**src/rtl/mc_unit_issue_pkg.sv**
```systemverilog
// Shared definitions for the multi-cycle unit issue block: FSM state encoding,
// unit indices, bus widths and the default WAIT timeout.
package mc_pkg;

    localparam int unsigned MC_N_UNITS = 3;
    localparam int unsigned MC_TIMEOUT = 64;
    localparam int unsigned UNIT_IDX_W = 2;
    localparam int unsigned GPR_ADDR_W = 5;
    localparam int unsigned XLEN       = 32;

    localparam logic [UNIT_IDX_W-1:0] UNIT_CLZ = 2'd0;
    localparam logic [UNIT_IDX_W-1:0] UNIT_MUL = 2'd1;
    localparam logic [UNIT_IDX_W-1:0] UNIT_DIV = 2'd2;

    typedef enum logic [1:0] {
        IDLE  = 2'd0,
        ISSUE = 2'd1,
        WAIT  = 2'd2,
        DONE  = 2'd3
    } mc_state_e;

endpackage

```
**src/rtl/mc_unit_issue_if.sv**
```systemverilog
// Start/busy handshake bundle between the issuer and the multi-cycle unit bank.
//   unit_start  : one-hot start pulse, issuer -> units
//   unit_busy   : per-unit busy, units -> issuer
//   unit_res_lo : per-unit result low word (CLZ count lives here)
//   unit_res_hi : per-unit result high word
interface mc_unit_issue_if #(
    parameter int unsigned N_UNITS = 3
);
    logic [N_UNITS-1:0]       unit_start;
    logic [N_UNITS-1:0]       unit_busy;
    logic [N_UNITS-1:0][31:0] unit_res_lo;
    logic [N_UNITS-1:0][31:0] unit_res_hi;

    modport master (
        output unit_start,
        input  unit_busy,
        input  unit_res_lo,
        input  unit_res_hi
    );

    modport slave (
        input  unit_start,
        output unit_busy,
        output unit_res_lo,
        output unit_res_hi
    );
endinterface

```
**src/rtl/mc_unit_issue_timeout_cnt.sv**
```systemverilog
// WAIT-state cycle counter.
//   clk, reset : clock, synchronous active-high reset
//   clr        : force count to zero (takes priority over en)
//   en         : advance count by one
//   first_c    : count is zero (first WAIT cycle)
//   term_c     : count has reached TERM-1
module mc_timeout_cnt #(
    parameter int unsigned TERM = 64
) (
    input  logic clk,
    input  logic reset,
    input  logic clr,
    input  logic en,
    output logic first_c,
    output logic term_c
);
    localparam int unsigned CNT_W = $clog2(TERM);

    logic [CNT_W-1:0] cnt_q;
    logic [CNT_W-1:0] cnt_d;

    assign first_c = (cnt_q == '0);
    assign term_c  = (cnt_q == CNT_W'(TERM - 1));

    // Saturate at the terminal count so the compare stays asserted.
    always_comb begin
        cnt_d = cnt_q;
        if (clr) begin
            cnt_d = '0;
        end else if (en && !term_c) begin
            cnt_d = cnt_q + CNT_W'(1);
        end
    end

    always_ff @(posedge clk) begin
        if (reset) begin
            cnt_q <= '0;
        end else begin
            cnt_q <= cnt_d;
        end
    end
endmodule

```
**src/rtl/mc_unit_issue.sv**
```systemverilog
// Initiator for the multi-cycle execute units (CLZ/MUL/DIV). Accepts one op,
// pulses start to the selected unit, stalls the pipeline until busy falls and
// writes the result back exactly once (GPR rd or HI/LO).
//   clk, reset          : clock, synchronous active-high reset
//   req_valid/unit/dest/hilo : decoded multi-cycle op from EX
//   ub                  : unit bank handshake (start, busy, results)
//   stall               : combinational pipeline freeze
//   wb_en/wb_addr/wb_data : GPR writeback
//   hilo_we/hi_data/lo_data : HI/LO writeback
//   err_timeout, err_proto : sticky error flags
//   err_illegal         : single-cycle pulse on an out-of-range unit index
module mc_unit_issue
    import mc_pkg::*;
#(
    parameter int unsigned N_UNITS     = MC_N_UNITS,
    parameter int unsigned TIMEOUT_CYC = MC_TIMEOUT
) (
    input  logic                  clk,
    input  logic                  reset,
    input  logic                  req_valid,
    input  logic [UNIT_IDX_W-1:0] req_unit,
    input  logic [GPR_ADDR_W-1:0] req_dest,
    input  logic                  req_hilo,
    mc_unit_issue_if.master       ub,
    output logic                  stall,
    output logic                  wb_en,
    output logic [GPR_ADDR_W-1:0] wb_addr,
    output logic [XLEN-1:0]       wb_data,
    output logic                  hilo_we,
    output logic [XLEN-1:0]       hi_data,
    output logic [XLEN-1:0]       lo_data,
    output logic                  err_timeout,
    output logic                  err_proto,
    output logic                  err_illegal
);
    mc_state_e             state_q, state_d;
    logic [UNIT_IDX_W-1:0] unit_q, unit_d;
    logic [GPR_ADDR_W-1:0] dest_q, dest_d;
    logic                  hilo_q, hilo_d;
    logic [N_UNITS-1:0]    unit_start_q, unit_start_d;
    logic                  wb_en_q, wb_en_d;
    logic [GPR_ADDR_W-1:0] wb_addr_q, wb_addr_d;
    logic [XLEN-1:0]       wb_data_q, wb_data_d;
    logic                  hilo_we_q, hilo_we_d;
    logic [XLEN-1:0]       hi_data_q, hi_data_d;
    logic [XLEN-1:0]       lo_data_q, lo_data_d;
    logic                  err_timeout_q, err_timeout_d;
    logic                  err_proto_q, err_proto_d;
    logic                  err_illegal_q, err_illegal_d;

    logic                  req_legal;
    logic                  cnt_clr, cnt_en;
    logic                  cnt_first_c, cnt_term_c;
    logic                  sel_busy;
    logic [XLEN-1:0]       sel_lo, sel_hi;

    mc_timeout_cnt #(
        .TERM (TIMEOUT_CYC)
    ) u_timeout_cnt (
        .clk     (clk),
        .reset   (reset),
        .clr     (cnt_clr),
        .en      (cnt_en),
        .first_c (cnt_first_c),
        .term_c  (cnt_term_c)
    );

    // Result/busy select from the latched unit index.
    assign sel_busy = ub.unit_busy[unit_q];
    assign sel_lo   = ub.unit_res_lo[unit_q];
    assign sel_hi   = ub.unit_res_hi[unit_q];

    assign req_legal = req_valid && (32'(req_unit) < N_UNITS);

    // Next-state, stall and registered-output next values.
    always_comb begin
        state_d       = state_q;
        unit_d        = unit_q;
        dest_d        = dest_q;
        hilo_d        = hilo_q;
        unit_start_d  = '0;
        wb_en_d       = 1'b0;
        wb_addr_d     = wb_addr_q;
        wb_data_d     = wb_data_q;
        hilo_we_d     = 1'b0;
        hi_data_d     = hi_data_q;
        lo_data_d     = lo_data_q;
        err_timeout_d = err_timeout_q;
        err_proto_d   = err_proto_q;
        err_illegal_d = 1'b0;
        cnt_clr       = 1'b0;
        cnt_en        = 1'b0;
        stall         = 1'b0;

        case (state_q)
            IDLE: begin
                stall = req_legal;
                if (req_legal) begin
                    unit_d       = req_unit;
                    dest_d       = req_dest;
                    hilo_d       = req_hilo;
                    unit_start_d = N_UNITS'(1) << req_unit;
                    state_d      = ISSUE;
                end else if (req_valid) begin
                    err_illegal_d = 1'b1;
                end
            end
            ISSUE: begin
                stall   = 1'b1;
                cnt_clr = 1'b1;
                state_d = WAIT;
            end
            WAIT: begin
                stall  = 1'b1;
                cnt_en = 1'b1;
                if (!sel_busy) begin
                    // A unit that never went busy did not see the start.
                    if (cnt_first_c) begin
                        err_proto_d = 1'b1;
                        state_d     = IDLE;
                    end else begin
                        if (hilo_q) begin
                            hi_data_d = sel_hi;
                            lo_data_d = sel_lo;
                            hilo_we_d = 1'b1;
                        end else begin
                            wb_data_d = sel_lo;
                            wb_addr_d = dest_q;
                            wb_en_d   = (dest_q != '0);
                        end
                        state_d = DONE;
                    end
                end else if (cnt_term_c) begin
                    err_timeout_d = 1'b1;
                    state_d       = IDLE;
                end
            end
            DONE: begin
                // Any req_valid here is the retiring op; do not re-accept it.
                state_d = IDLE;
            end
            default: begin
                state_d = IDLE;
            end
        endcase
    end

    always_ff @(posedge clk) begin
        if (reset) begin
            state_q       <= IDLE;
            unit_q        <= '0;
            dest_q        <= '0;
            hilo_q        <= 1'b0;
            unit_start_q  <= '0;
            wb_en_q       <= 1'b0;
            wb_addr_q     <= '0;
            wb_data_q     <= '0;
            hilo_we_q     <= 1'b0;
            hi_data_q     <= '0;
            lo_data_q     <= '0;
            err_timeout_q <= 1'b0;
            err_proto_q   <= 1'b0;
            err_illegal_q <= 1'b0;
        end else begin
            state_q       <= state_d;
            unit_q        <= unit_d;
            dest_q        <= dest_d;
            hilo_q        <= hilo_d;
            unit_start_q  <= unit_start_d;
            wb_en_q       <= wb_en_d;
            wb_addr_q     <= wb_addr_d;
            wb_data_q     <= wb_data_d;
            hilo_we_q     <= hilo_we_d;
            hi_data_q     <= hi_data_d;
            lo_data_q     <= lo_data_d;
            err_timeout_q <= err_timeout_d;
            err_proto_q   <= err_proto_d;
            err_illegal_q <= err_illegal_d;
        end
    end

    assign ub.unit_start = unit_start_q;
    assign wb_en         = wb_en_q;
    assign wb_addr       = wb_addr_q;
    assign wb_data       = wb_data_q;
    assign hilo_we       = hilo_we_q;
    assign hi_data       = hi_data_q;
    assign lo_data       = lo_data_q;
    assign err_timeout   = err_timeout_q;
    assign err_proto     = err_proto_q;
    assign err_illegal   = err_illegal_q;
endmodule

```
**src/flat_wrapper.sv**
```systemverilog
// flat-port wrapper written by rule: the top's interface ports become plain ports
module mc_unit_issue_flat import mc_pkg::*;
#(
    parameter int unsigned N_UNITS     = MC_N_UNITS,
    parameter int unsigned TIMEOUT_CYC = MC_TIMEOUT
)
  (clk, reset, req_valid, req_unit, req_dest, req_hilo, stall, wb_en, wb_addr, wb_data, hilo_we, hi_data, lo_data, err_timeout, err_proto, err_illegal, ub_unit_start, ub_unit_busy, ub_unit_res_lo, ub_unit_res_hi);
  mc_unit_issue_if #(.N_UNITS(N_UNITS)) ub_i ();
  input  logic clk;
  input  logic reset;
  input  logic req_valid;
  input  logic [UNIT_IDX_W-1:0] req_unit;
  input  logic [GPR_ADDR_W-1:0] req_dest;
  input  logic req_hilo;
  output logic stall;
  output logic wb_en;
  output logic [GPR_ADDR_W-1:0] wb_addr;
  output logic [XLEN-1:0] wb_data;
  output logic hilo_we;
  output logic [XLEN-1:0] hi_data;
  output logic [XLEN-1:0] lo_data;
  output logic err_timeout;
  output logic err_proto;
  output logic err_illegal;
  output wire logic [$bits(ub_i.unit_start)-1:0] ub_unit_start;
  input wire logic [$bits(ub_i.unit_busy)-1:0] ub_unit_busy;
  input wire logic [$bits(ub_i.unit_res_lo)-1:0] ub_unit_res_lo;
  input wire logic [$bits(ub_i.unit_res_hi)-1:0] ub_unit_res_hi;
  assign ub_unit_start = ub_i.unit_start;
  assign ub_i.unit_busy = ub_unit_busy;
  assign ub_i.unit_res_lo = ub_unit_res_lo;
  assign ub_i.unit_res_hi = ub_unit_res_hi;
  mc_unit_issue #(.N_UNITS(N_UNITS), .TIMEOUT_CYC(TIMEOUT_CYC)) u_core (.clk(clk), .reset(reset), .req_valid(req_valid), .req_unit(req_unit), .req_dest(req_dest), .req_hilo(req_hilo), .ub(ub_i), .stall(stall), .wb_en(wb_en), .wb_addr(wb_addr), .wb_data(wb_data), .hilo_we(hilo_we), .hi_data(hi_data), .lo_data(lo_data), .err_timeout(err_timeout), .err_proto(err_proto), .err_illegal(err_illegal));
endmodule
```
**config.mk**
```make
export PLATFORM = sky130hd
export DESIGN_NAME = mc_unit_issue_flat
export DESIGN_NICKNAME = d
export VERILOG_FILES = /design/src/rtl/mc_unit_issue_pkg.sv /design/src/rtl/mc_unit_issue_if.sv /design/src/rtl/mc_unit_issue_timeout_cnt.sv /design/src/rtl/mc_unit_issue.sv /design/src/flat_wrapper.sv
export SDC_FILE = /design/constraint.sdc
export NUM_CORES = 1
export LEC_CHECK = 0
export CELL_PAD_IN_SITES_DETAIL_PLACEMENT = 1
export CELL_PAD_IN_SITES_GLOBAL_PLACEMENT = 1
export CORE_AREA = 2 2 147 149
export CTS_CLUSTER_SIZE = 14
export DETAILED_ROUTE_END_ITERATION = 7
export DIE_AREA = 0 0 149 151
export GPL_TIMING_DRIVEN = 0
export PLACE_DENSITY = 0.95
export SETUP_SLACK_MARGIN = 0.15
export SLEW_MARGIN = 0
export SYNTH_ARGS = -nofsm -noshare
export SYNTH_HDL_FRONTEND = slang
export SYNTH_SLANG_ARGS = --single-unit
```
**constraint.sdc**
```tcl
create_clock -name clk -period 2.6 [get_ports clk]
set_input_delay 0.39 -clock clk [delete_from_list [all_inputs] [get_ports clk]]
set_output_delay 0.39 -clock clk [all_outputs]
set_load 0.02 [all_outputs]
```
* Word level (Yosys, flattened, before mapping) *
Index checks and enable logic that the tools add are counted.

cells by class
  $add $sub $neg = 1
  $lt $le $gt $ge = 2
  equality and inequality tests = 6
  shift-type cells = 1
  muxes and demuxes = 16
  bitwise logic cells = 6
  reductions and logical operators = 18

operator list
  cell                                                        count
  binary-select mux 32 bit (select 2 bit)                     2
  two-way mux 32 bit                                          2
  two-way mux 2 bit                                           4
  case mux 2 bit (4 select lines)                             1
  AND reduction 4 bit                                         2
  adder 6 x 1 -> 6 bit, second input constant                 1
  equality test 6 bit, second input constant                  1
  logical NOT 6 bit                                           1
  inverter 1 bit                                              6
  AND reduction 3 bit                                         2
  OR reduction 3 bit                                          2
  two-way mux 1 bit                                           5
  nonzero test 5 bit                                          1
  OR reduction 5 bit                                          1
  equality test 2 bit, second input constant                  2
  AND reduction 2 bit                                         2
  OR reduction 2 bit                                          2
  OR reduction 4 bit                                          1
  less-than comparator 2 x 3 -> 1 bit, second input constant  1
  != test 3 bit, second input constant                        1
  left shift 1 x 2 -> 3 bit, first input constant             1
  binary-select mux 1 bit (select 2 bit)                      1
  equality test 2 x 1 -> 1 bit, second input constant         1
  logical AND 1 bit                                           2
  5 further kinds                                             5

storage, ports and cells
  bits in registers = 125
  output and inout port bits = 110
  logic and storage cells = 65

* Depth between registers and ports, before layout *
  depth in word-level cells = 4
  gate-level depth with buffers = 8
  mapped depth without buffers = 6

* By module *
A second synthesis with hierarchy kept.

unflattened totals
  cells, all modules = 682
  area, all modules = 5,795.6 um^2

modules (own cells, without submodules)
  module          instances  cells each  area an instance (um^2)  seq. area each (um^2)
  mc_unit_issue   1          645         5,471.5                  2,382.3
  mc_timeout_cnt  1          37          324.1                    120.1

* Worst setup path after synthesis *
No wires, ideal clock.

  path type = reg-to-output
  start point = register u_core.state_q[0]
  end point = output port stall
  arrival time = 1.521 ns
  slack = 0.689 ns
  cell stages (with the launch flop) = 7
  path buffers = 0
  cells stage by stage = dfxtp_1 -> inv_1 -> ha_1 -> nand2_1 -> a21oi_1 -> nor2_1 -> nor2_1

between the ends
  longest elaborated chain between the ends = 3
  elaborated cells between the ends (all ways) = 5
  those cells by class = eq/ne: 2; mux: 1; reduce/logical: 2

ends and longest elaborated chain
  element                                                              RTL line              text
  start, declared                                                      mc_unit_issue.sv:36   mc_state_e state_q, state_d;
  start signal, assigned                                               mc_unit_issue.sv:165  state_q <= state_d;
  equality test 2 x 1 -> 1 bit or equality test 2 bit (tied branches)  mc_unit_issue.sv:95   case (state_q)
  OR reduction 2 bit (no line)                                         --
  case mux 1 bit (2 select lines) (*)                                  mc_unit_issue.sv:95
  end, declared                                                        flat_wrapper.sv:15    output logic stall;

Every way passes the cells marked *; elsewhere a longest branch is shown, timed or not.

* Worst setup path after layout *
Same ends and word-level chain as after synthesis.

==> key figures <==
Setup path
  – Element type at the critical path end: output port
  – Crit Path Class: reg2out
  – Worst-path fanout max: 5
  – CP required: 2210 ps
  – Critical path launch point type: flip-flop
  – R2R depth: 5
  – Critical Path AT: 1920 ps
  – CP Launch Point: u_core.state_q[0]$_SDFFE_PP0P_
  – Critical R2R Launch: u_core.unit_q[1]$_SDFFE_PP0P_

Floorplanning
  – # IOs: 316
  – Core area: 20820 sq um
  – Die Footprint: 22500 sq um
  – Die width: 149 microns
  – Starting Density: 32.63%
  – Rows: 53
  – Die Y: between 150 and 200 microns

Global route
  – Total Routing Usage GR: 22.67%
  – First-pass GRT wire length: 38.91 mm
  – Largest net degree at the start of global routing: 17
  – Overflow after GRT: 0
  – Vias in the first global route: 7056
  – Initial antenna violation count: 1

Route
  – Final wirelength: roughly 26 mm
  – Drt via density: 4.874
  – Drt initial violations: 182
  – DRC Markers: 0
  – Wirelength per Cell: 19.45 microns
  – DRT antenna net count: 0
  – Drt pass-1 iters: 4
  – Via count: 6511

Yosys
  – Synth async-reset ratio: 0%
  – Top_reg_cell synth: dfxtp_1
  – Post-synthesis sequential area ratio: 36.83%
  – Post-synth design cell area: 6794 sq um
  – Synth Area per Inst: 9.515 sq um
  – Mapped Cells: 714
  – Netlist cell types: 42
  – Yosys warnings: 0
  – Post-synth EDFFs: 0
  – Synth Register Bits: 125
  – Mapped Nets: 927

Cells and area
  – Share of cells above drive strength 1: 9.057%
  – Number of fill cells: 2361
  – Most common cell after layout, fill and taps aside: clkdlybuf4s50_1
  – Final nets: around 1300
  – Layout area overhead: 59.48%
  – Commonest non-fill, non-tap cells in the layout: clkdlybuf4s50_1 (312), mux2i_1 (167), nand2b_1 (138)

Min path
  – Worst hold-check path type: in2reg
  – Min-delay src: req_unit[1]
  – Hold depth: 3

Power
  – P per Cell Area: ~500 nW/um^2
  – Clock share of power: between 40% and 50%
  – Net Sw Frac: between 20% and 30%
  – Leak: 4.475 nW
  – Internal power: 3.831 mW
  – Gate power share: about 23%
  – Flop pwr share: 36.5%
  – Overall power: roughly 5.4 mW
  – Maximum vdd ir drop: 0.3750 mV
  – Switching power: 1.583 mW

CTS
  – CTS max path bufs: 2
  – Clk_lat worst skew: 420 ps
  – CTS clk-pin slew, worst paths: 60 ps
  – Root Driver: clkbuf_16
  – CTS tree: done
  – Post-CTS Hold Buffers: 0
  – Total CTS buffers: 17
  – # H-tree levels: 4
  – CTS sink count: 125

Status
  – Status: finished, final reports clean

Timing
  – Fin. Hold Viols: 0
  – Worst Max-Slew Pin Slew: 763.5 ps
  – Fmax: approximately 430 MHz
  – Final Skew: 8.754 ps
  – Final setup violation count: 0
  – Rel. slew slack: 49.10%
  – Final Max Slew Viols: 0
  – Total negative slack: 0 ps
  – Period utilisation layout: 88.78%
  – Unrepaired setup endpoints after global routing: false
  – Final WS setup: 291.7 ps
  – Crit path time final: between 2000 and 2500 ps

Job
  – Max Cap Viol: 0

Placed design
  – Placer congestion estimate: 0.8071
  – Post-place setup slack: -193.8 ps
  – IO buf count: approximately 310
  – DP HPWL: slightly above 20 mm
## path summary, 6_finish.rpt
| kind | end | slack, ps |
|---|---|---|
| max | stall | 290 |
| min | u_core.err_illegal$_SDFF_PP0_ | 380 |
| max reg2reg | u_core.hi_data[5]$_SDFFE_PP0P_ | 410 |
| min reg2reg | u_core.lo_data[23]$_SDFFE_PP0P_ | 480 |
## critical path, cell delays in order (launching register included)
cell             delay [ps]
dfxtp_1                 340
inv_1                   160
ha_2                    250
nand2_1                 150
a21oi_4                 160
nor2_1                   60
nor2_1                   80
clkdlybuf4s15_1         310
## layer usage
metal | global-route usage (%) | routed length, microns | vias to the layer above
li1 | - | - | 3112
met1 | 25.60 | 10510 | 3147
met2 | 42.60 | 13460 | 217
met3 | 5.452 | 1562 | 33
met4 | 5.905 | 442 | 2
met5 | 0 | 13 | -
## Yosys cell counts (all sizes together), types with 2 or more instances
cell,count,area share (%)
or2,33,3.0
or4,2,0.22
buf,27,3.0
a21o,32,3.5
a21oi,10,0.74
nor4,3,0.28
xnor2,2,0.26
nand2b,138,13
nand2,53,2.9
o211ai,2,0.22
nand4,5,0.46
xor2,3,0.39
nand3,4,0.29
o2bb2ai,32,4.1
dfxtp,125,37
a31oi,2,0.18
nor2,12,0.66
ha,7,1.3
mux2i,167,25
clkbuf,32,1.8
nor3,3,0.29
inv,5,0.28
## cell families after synthesis
group / synth area share (%)
XOR/XNOR: 0.6447
buffers and inverters: 5.064
multiplexers: 24.60
adder cells (fa/ha/maj): 1.289
flip-flops: 36.83
AO/OA/AOI/OAI: 9.742
AND/OR/NAND/NOR: 21.82
## flip-flops by register name, summed over array words and instances (netlist names), 2 cells and up
name	flops
u_core.wb_data	32
u_core.hi_data	32
u_core.lo_data	32
u_core.unit_q	2
u_core.u_timeout_cnt.cnt_q	6
u_core.state_q	2
u_core.ub.unit_start	3
u_core.dest_q	5
u_core.wb_addr	5
## timing repair
action | in CTS | in global routing
endpoints found under the setup margin | 1 | 1
setup buffers | 1 | 0
resized for setup | 3 | 2
endpoints found under the hold margin | 0 | 0
## layout make-up
class	count	area [sq um]	share of cell area (%)
inverters	5	18.77	0.1732
plain buffers	59	325.3	3.002
clock inverters	14	111.4	1.028
repair buffers	314	3141	28.98
diodes	1	2.502	0.02309
well taps	275	344.1	3.176
clock buffers	18	429.2	3.961
multi-input cells	525	3961	36.56
flip-flops and latches	125	2502	23.09
## power by group through the flow
stage / registers [mW] / clock network [mW] / logic [mW]
detailed placement: 2.02 / 0 / 1.21
global route: 1.98 / 2.34 / 1.32
floorplan: 2.02 / 0 / 0.640
finish: 1.98 / 2.22 / 1.22
CTS: 1.98 / 2.27 / 1.23
global placement: 2.02 / 0 / 1.17
## metrics by stage
| step | cells | cell area, sq um | utilization, % | hold slack, ps |
|---|---|---|---|---|
| final | 1336 | 10840 | 52.04 | 384.2 |
| after global routing | 1335 | 10830 | 52.03 | 422.8 |
| after CTS | 1335 | 10830 | 52.01 | 376.3 |
| after detailed placement | 1302 | 10270 | 49.33 | 467.8 |
| after global placement | 1302 | 10270 | 49.33 | 458.5 |
| after floorplan | 714 | 6794 | - | 444.2 |
No activity file was read; power rests on OpenSTA's default activity.
